--- src/rtl/plank_fdbck_frame_tx_if.sv ---
// Request/status bundle between a plank feedback frame transmitter and whatever starts it.
interface plank_fdbck_frame_tx_if;
  logic         start;
  logic [2:0]   module_id;
  logic [135:0] payload;
  logic         tx_serial;
  logic         tx_active;
  logic         busy;
  logic         done;
  logic [4:0]   byte_idx;

  modport master (
    output start, module_id, payload,
    input  tx_serial, tx_active, busy, done, byte_idx
  );

  modport slave (
    input  start, module_id, payload,
    output tx_serial, tx_active, busy, done, byte_idx
  );
endinterface

--- src/rtl/plank_fdbck_frame_tx.sv ---
// Plank feedback frame transmitter: builds the 22-byte feedback frame (header, type, payload,
// id, XOR checksum, footer) and sends it as 8N1 UART, LSB first, on a start request.
module plank_fdbck_frame_tx #(
  parameter int CLKS_PER_BIT = 868,
  parameter int GAP_BITS     = 0
) (
  input logic                   clk,
  input logic                   rst_n,
  plank_fdbck_frame_tx_if.slave bus
);

  localparam int CW = (CLKS_PER_BIT > 1) ? $clog2(CLKS_PER_BIT) : 1;
  localparam int GW = (GAP_BITS > 1) ? $clog2(GAP_BITS) : 1;
  localparam logic [CW-1:0] CLK_LAST = CW'(CLKS_PER_BIT - 1);
  localparam logic [GW-1:0] GAP_LAST = GW'((GAP_BITS > 0) ? GAP_BITS - 1 : 0);
  localparam bit HAS_GAP = (GAP_BITS > 0);

  typedef enum logic [2:0] {
    IDLE,
    LOAD,
    START,
    DATA,
    STOP,
    GAP,
    DONE
  } state_t;

  state_t         state;
  state_t         state_nx;
  logic [135:0]   payload_q;
  logic [2:0]     id_q;
  logic [7:0]     chk_q;
  logic [7:0]     shift_q;
  logic [4:0]     idx_q;
  logic [CW-1:0]  clk_cnt;
  logic [2:0]     bit_cnt;
  logic [GW-1:0]  gap_cnt;

  logic           bit_end;
  logic           accept;
  logic           load_en;
  logic           adv_idx;
  logic [4:0]     load_idx;
  logic [7:0]     load_byte;

  assign bit_end = (clk_cnt == CLK_LAST);

  // Byte selector for the frame position being loaded; position 20 is the running checksum.
  always_comb begin
    case (load_idx)
      5'd0:    load_byte = 8'hAA;
      5'd1:    load_byte = 8'hE2;
      5'd19:   load_byte = {5'd0, id_q};
      5'd20:   load_byte = chk_q;
      5'd21:   load_byte = 8'h55;
      default: load_byte = payload_q[{load_idx - 5'd2, 3'b000} +: 8];
    endcase
  end

  // Only the first byte gets a LOAD cycle; later bytes are loaded on the last stop/gap clock
  // so every bit and gap lasts exactly its nominal number of clocks.
  always_comb begin
    state_nx = state;
    accept   = 1'b0;
    load_en  = 1'b0;
    adv_idx  = 1'b0;
    load_idx = idx_q;
    case (state)
      IDLE: begin
        if (bus.start) begin
          accept   = 1'b1;
          state_nx = LOAD;
        end
      end
      LOAD: begin
        load_en  = 1'b1;
        state_nx = START;
      end
      START: begin
        if (bit_end) state_nx = DATA;
      end
      DATA: begin
        if (bit_end && bit_cnt == 3'd7) state_nx = STOP;
      end
      STOP: begin
        if (bit_end) begin
          if (idx_q == 5'd21) begin
            state_nx = DONE;
          end else begin
            adv_idx = 1'b1;
            if (HAS_GAP) begin
              state_nx = GAP;
            end else begin
              load_en  = 1'b1;
              load_idx = idx_q + 5'd1;
              state_nx = START;
            end
          end
        end
      end
      GAP: begin
        if (bit_end && gap_cnt == GAP_LAST) begin
          load_en  = 1'b1;
          state_nx = START;
        end
      end
      DONE: begin
        state_nx = IDLE;
      end
      default: state_nx = IDLE;
    endcase
  end

  always_ff @(posedge clk) begin
    if (!rst_n) begin
      state     <= IDLE;
      payload_q <= '0;
      id_q      <= '0;
      chk_q     <= '0;
      shift_q   <= '0;
      idx_q     <= '0;
      clk_cnt   <= '0;
      bit_cnt   <= '0;
      gap_cnt   <= '0;
    end else begin
      state <= state_nx;
      if (accept) begin
        payload_q <= bus.payload;
        id_q      <= bus.module_id;
        chk_q     <= '0;
        idx_q     <= '0;
      end
      if (load_en) begin
        shift_q <= load_byte;
        bit_cnt <= '0;
        if (load_idx < 5'd20) chk_q <= chk_q ^ load_byte;
      end else if (state == DATA && bit_end) begin
        shift_q <= shift_q >> 1;
        bit_cnt <= bit_cnt + 3'd1;
      end
      if (adv_idx) idx_q <= idx_q + 5'd1;
      if (state == START || state == DATA || state == STOP || state == GAP) begin
        clk_cnt <= bit_end ? '0 : clk_cnt + CW'(1);
      end else begin
        clk_cnt <= '0;
      end
      if (state == GAP) begin
        if (bit_end) gap_cnt <= gap_cnt + GW'(1);
      end else begin
        gap_cnt <= '0;
      end
    end
  end

  assign bus.tx_serial = (state == START) ? 1'b0 : (state == DATA) ? shift_q[0] : 1'b1;
  assign bus.tx_active = (state == START) || (state == DATA) || (state == STOP);
  assign bus.busy      = (state != IDLE) && (state != DONE);
  assign bus.done      = (state == DONE);
  assign bus.byte_idx  = ((state == IDLE) || (state == DONE)) ? 5'd0 : idx_q;

endmodule

--- src/flat_wrapper.sv ---
// flat-port wrapper written by rule: the top's interface ports become plain ports
module plank_fdbck_frame_tx_flat 
#(
  parameter int CLKS_PER_BIT = 868,
  parameter int GAP_BITS     = 0
)
  (clk, rst_n, bus_start, bus_module_id, bus_payload, bus_tx_serial, bus_tx_active, bus_busy, bus_done, bus_byte_idx);
  plank_fdbck_frame_tx_if bus_i ();
  input logic clk;
  input logic rst_n;
  input wire logic [$bits(bus_i.start)-1:0] bus_start;
  input wire logic [$bits(bus_i.module_id)-1:0] bus_module_id;
  input wire logic [$bits(bus_i.payload)-1:0] bus_payload;
  output wire logic [$bits(bus_i.tx_serial)-1:0] bus_tx_serial;
  output wire logic [$bits(bus_i.tx_active)-1:0] bus_tx_active;
  output wire logic [$bits(bus_i.busy)-1:0] bus_busy;
  output wire logic [$bits(bus_i.done)-1:0] bus_done;
  output wire logic [$bits(bus_i.byte_idx)-1:0] bus_byte_idx;
  assign bus_i.start = bus_start;
  assign bus_i.module_id = bus_module_id;
  assign bus_i.payload = bus_payload;
  assign bus_tx_serial = bus_i.tx_serial;
  assign bus_tx_active = bus_i.tx_active;
  assign bus_busy = bus_i.busy;
  assign bus_done = bus_i.done;
  assign bus_byte_idx = bus_i.byte_idx;
  plank_fdbck_frame_tx #(.CLKS_PER_BIT(CLKS_PER_BIT), .GAP_BITS(GAP_BITS)) u_core (.clk(clk), .rst_n(rst_n), .bus(bus_i));
endmodule
--- config.mk ---
export PLATFORM = sky130hd
export DESIGN_NAME = plank_fdbck_frame_tx_flat
export DESIGN_NICKNAME = d
export VERILOG_FILES = /design/src/rtl/plank_fdbck_frame_tx_if.sv /design/src/rtl/plank_fdbck_frame_tx.sv /design/src/flat_wrapper.sv
export SDC_FILE = /design/constraint.sdc
export NUM_CORES = 1
export LEC_CHECK = 0
export CORE_UTILIZATION = 53
export CTS_CLUSTER_DIAMETER = 120
export DETAILED_ROUTE_END_ITERATION = 7
export PLACE_DENSITY_LB_ADDON = 0.2
export RECOVER_POWER = 25
export SYNTH_ARGS = -nofsm -noshare
export SYNTH_HDL_FRONTEND = slang
export SYNTH_SLANG_ARGS = --single-unit
--- constraint.sdc ---
create_clock -name clk -period 3.3 [get_ports clk]
set_input_delay 0.99 -clock clk [delete_from_list [all_inputs] [get_ports clk]]
set_output_delay 0.99 -clock clk [all_outputs]
set_load 0.01 [all_outputs]
==> key figures <==
Clocking
  – Clock sink count: 177
  – Num CTS Buffers: 17
  – Clk slew on worst S/H paths: 0.07 ns
  – CTS H-tree lvls: 4
  – CTS max path bufs: 2
  – TritonCTS clock tree: yes
  – Clock Latency Late Sink: 0.44 ns
  – Cts hold-fix bufs: 0
  – Root buf cell: clkbuf_16

Synthesis
  – Largest cells by area after synthesis: dfxtp_1 41%, nand2_1 15%, a21oi_1 11%
  – Post-synth EDFFs: 0
  – Main synth FF type: dfxtp_1
  – Post-synth cell types: 80
  – Sequential area share after synthesis: 40.7%
  – #FFs+latches synth: 177
  – Syn_nets: 1327
  – Post-Syn Area: 8720 µm²
  – Cells after Synth: 1180
  – Ys async rst share: 0%
  – Most instantiated cells after synthesis: 340 x nand2_1, 185 x a21oi_1, 177 x dfxtp_1
  – Most numerous cell in the Yosys netlist: nand2_1
  – Top cell type by total area after synthesis: dfxtp_1
  – Yosys top cell area share: 40.7%
  – Avg Cell Area, Syn: 7.39 µm²
  – Yosys warnings: 0

Layout
  – Share of cells above drive strength 1: 11.1%
  – Fillcell total: 1309
  – Diodes inserted: 0
  – Nets@finish: 1479
  – Area Overhead vs Synth: 32.3%

Floorplan
  – Top Ports: 151
  – Initial core utilization: 54.7%
  – # rows: 46
  – Chip Width: 130 µm
  – Die height: 130 µm
  – Full die area: 17000 µm²
  – Area of the core: 15900 µm²

Power
  – PwrDens: 580 nW/µm²
  – Flop pwr share: 42.4%
  – Logic pwr share: 28.3%
  – Switching Power: 2.39 mW
  – Clock power share: 29.2%
  – Leakage Power: 4.16 nW
  – Switching power share of the total: 35.6%
  – P_int: 4.31 mW
  – Max VDD drop: 0.390 mV

STA
  – Final period util: 96.1%
  – Final Skew: 0.0116 ns
  – Final Max Tran Viols: 0
  – Final worst path period need: 3.17 ns
  – Rel. slew slack: 44.2%
  – Count of final hold-check violations: 0
  – Final-report setup violation count: 0
  – Worst Setup Slack, final: 0.129 ns
  – Worst Max-Slew Pin Slew: 0.837 ns
  – Fmax achieved: 315 MHz
  – Hold slack: 0.453 ns

Placed design
  – DP HPWL: 19600 µm
  – Gpl congestion: 0.959
  – PortBufs: 150
  – Post-Place Worst Slack: 0.0460 ns

Route
  – DRC viols: 0
  – Detailed-route wire length per cell: 17.6 µm
  – Detailed-route wire length: 27500 µm
  – Drt first pass iters: 5
  – Via count: 9235
  – Antenna viol nets, final: 0
  – Initial DRC count: 934
  – Vias per std cell: 5.92

Critical path
  – Reg2Reg Depth: 13
  – R2R Setup Slk: 0.13 ns
  – Worst path most repeated cell: buf_4
  – Worst r2r dst: u_core.chk_q[7]
  – CP Capture Type: flip-flop
  – FF-to-FF Start: u_core.clk_cnt[1]
  – CP Class: reg -> reg
  – CP max stage delay: 0.41 ns
  – Crit path cell chain: ha_2 > and2_2 > and4_4 > buf_4 > a21oi_2 > buf_12 > o21ai_0 > a211oi_1 > o41ai_2 > buf_4 > o2111a_1 > or3_1 > a21oi_1
  – CP max stage cell: a211oi_1
  – Critical path fanouts, max: 42
  – Startpoint Class: flip-flop
  – CP required: 3.66 ns
  – Worst path arrival time: 3.53 ns

Worst hold path
  – Endpoint, Worst Hold: u_core.payload_q[13]
  – Hold path depth: 2
  – Min-delay worst type: reg -> reg
  – Hold path start: u_core.payload_q[13]

GRT
  – Grt total ovfl: 0
  – Largest net degree at the start of global routing: 73
  – Initial antenna violation count: 0
  – Vias in the first global route: 8457
  – Total track usage: 33.3%
  – First-pass GRT wire length: 43700 µm

Outcome
  – Status: complete, no violations

Job
  – Max-Cap Viols: 0
-- power groups by stage --
stage | Clock (mW) | Sequential [mW] | Combinational, mW
floorplan | 0 | 2.73 | 1.24
global placement | 0 | 2.86 | 1.85
detailed placement | 0 | 2.86 | 1.88
CTS | 1.98 | 2.83 | 1.89
global route | 2.06 | 2.87 | 2.13
finish | 1.96 | 2.84 | 1.90
-- layout by cell type, fill, tap and decap left out, types with 3 or more instances in the layout --
cell type	instances
a211oi_1	33
a21oi_1	183
a21oi_2	3
a22oi_1	7
a311oi_1	8
a31oi_1	3
and3_1	15
buf_12	16
buf_4	59
clkbuf_16	17
clkdlybuf4s50_1	149
clkinvlp_4	3
dfxtp_1	177
ha_1	4
inv_1	6
inv_8	5
mux2i_1	12
nand2_1	339
nand2b_1	3
nand3_1	65
nand4_1	6
nor2_1	43
nor2b_1	4
nor3_1	6
o211ai_1	5
o21a_1	3
o21ai_0	57
o22ai_1	6
o31ai_1	3
o41ai_1	3
or2_2	5
or3_1	4
xnor2_1	5
xor2_1	6
-- metrics by stage --
| stage | utilization (%) | area, µm² | setup TNS (ns) | total power [mW] | instances |
|---|---|---|---|---|---|
| after floorplan | - | 8720 | 0 | 3.97 | 1180 |
| after global placement | 68.0 | 10800 | 0 | 4.72 | 1524 |
| after detailed placement | 68.0 | 10800 | 0 | 4.75 | 1524 |
| after CTS | 71.6 | 11400 | 0 | 6.69 | 1556 |
| after global routing | 72.3 | 11500 | -0.0108 | 7.06 | 1561 |
| final | 72.3 | 11500 | 0 | 6.69 | 1561 |
-- timing repair --
| action | in CTS | in global routing |
|---|---|---|
| buffers inserted | 0 | 5 |
| endpoints found under the hold margin | 0 | 0 |
| resized for setup | 0 | 16 |
| setup endpoints to repair | 0 | 16 |
-- worst max-delay path by stage --
stage,slack [ns],to,cells past startpoint,from
4_1_cts,0.007,u_core.chk_q[7],14,u_core.clk_cnt[1]
3_5_place_dp,0.05,u_core.shift_q[6],12,u_core.clk_cnt[1]
2_1_floorplan,0.41,u_core.chk_q[6],13,u_core.clk_cnt[0]
6_report,0.13,u_core.chk_q[7],13,u_core.clk_cnt[1]
3_3_place_gp,0.14,u_core.shift_q[2],12,u_core.clk_cnt[1]
5_1_grt,-0.008,u_core.chk_q[6],14,u_core.idx_q[1]
-- logic make-up (layout without fill, tap and decap cells) --
family	Yosys count	after routing	synth area share, %
xor gates and xnor gates	11	11	1.11
buffers and inverters	101	266	4.74
DFF	177	177	40.7
adders and majority gates	5	5	0.718
and+or+nand+nor	516	516	26.4
muxes	16	16	2.15
AOI/OAI and AO/OA	354	354	24.2
-- sequential cells by signal, summed over array words and instances, names as in the netlist --
| register | cells |
|---|---|
| u_core.payload_q | 136 |
| u_core.clk_cnt | 10 |
| u_core.chk_q | 8 |
| u_core.shift_q | 8 |
| u_core.idx_q | 5 |
| u_core.bit_cnt | 3 |
| u_core.id_q | 3 |
| u_core.state | 3 |
| u_core.gap_cnt | 1 |
-- critical path: cells and delay by family (launching register included) --
family          cells  cell delay [ns]
compound gates      6             1.19
fa+ha+maj           1             0.20
buf+inv             3             0.56
flops               1             0.33
simple gates        3             0.78
-- area by class of cell --
cell class | instances | area (µm²) | share of cell area (%)
multi-input cells | 902 | 4850 | 42.0
flip-flops and latches | 177 | 3540 | 30.7
repair buffers | 226 | 2270 | 19.7
clock buffers | 18 | 429 | 3.72
well taps | 216 | 270 | 2.34
clock inverters | 14 | 143 | 1.24
inverters | 8 | 32.5 | 0.282
-- layer usage --
layer	global-route usage (%)	wire [µm]	share of wire [%]
met4	12.5	752	2.7
met5	0	0	0
met2	53.1	12800	47
met1	44.8	11900	43
met3	6.19	2010	7.3
Note: power is estimated with default switching activity, not from simulation.
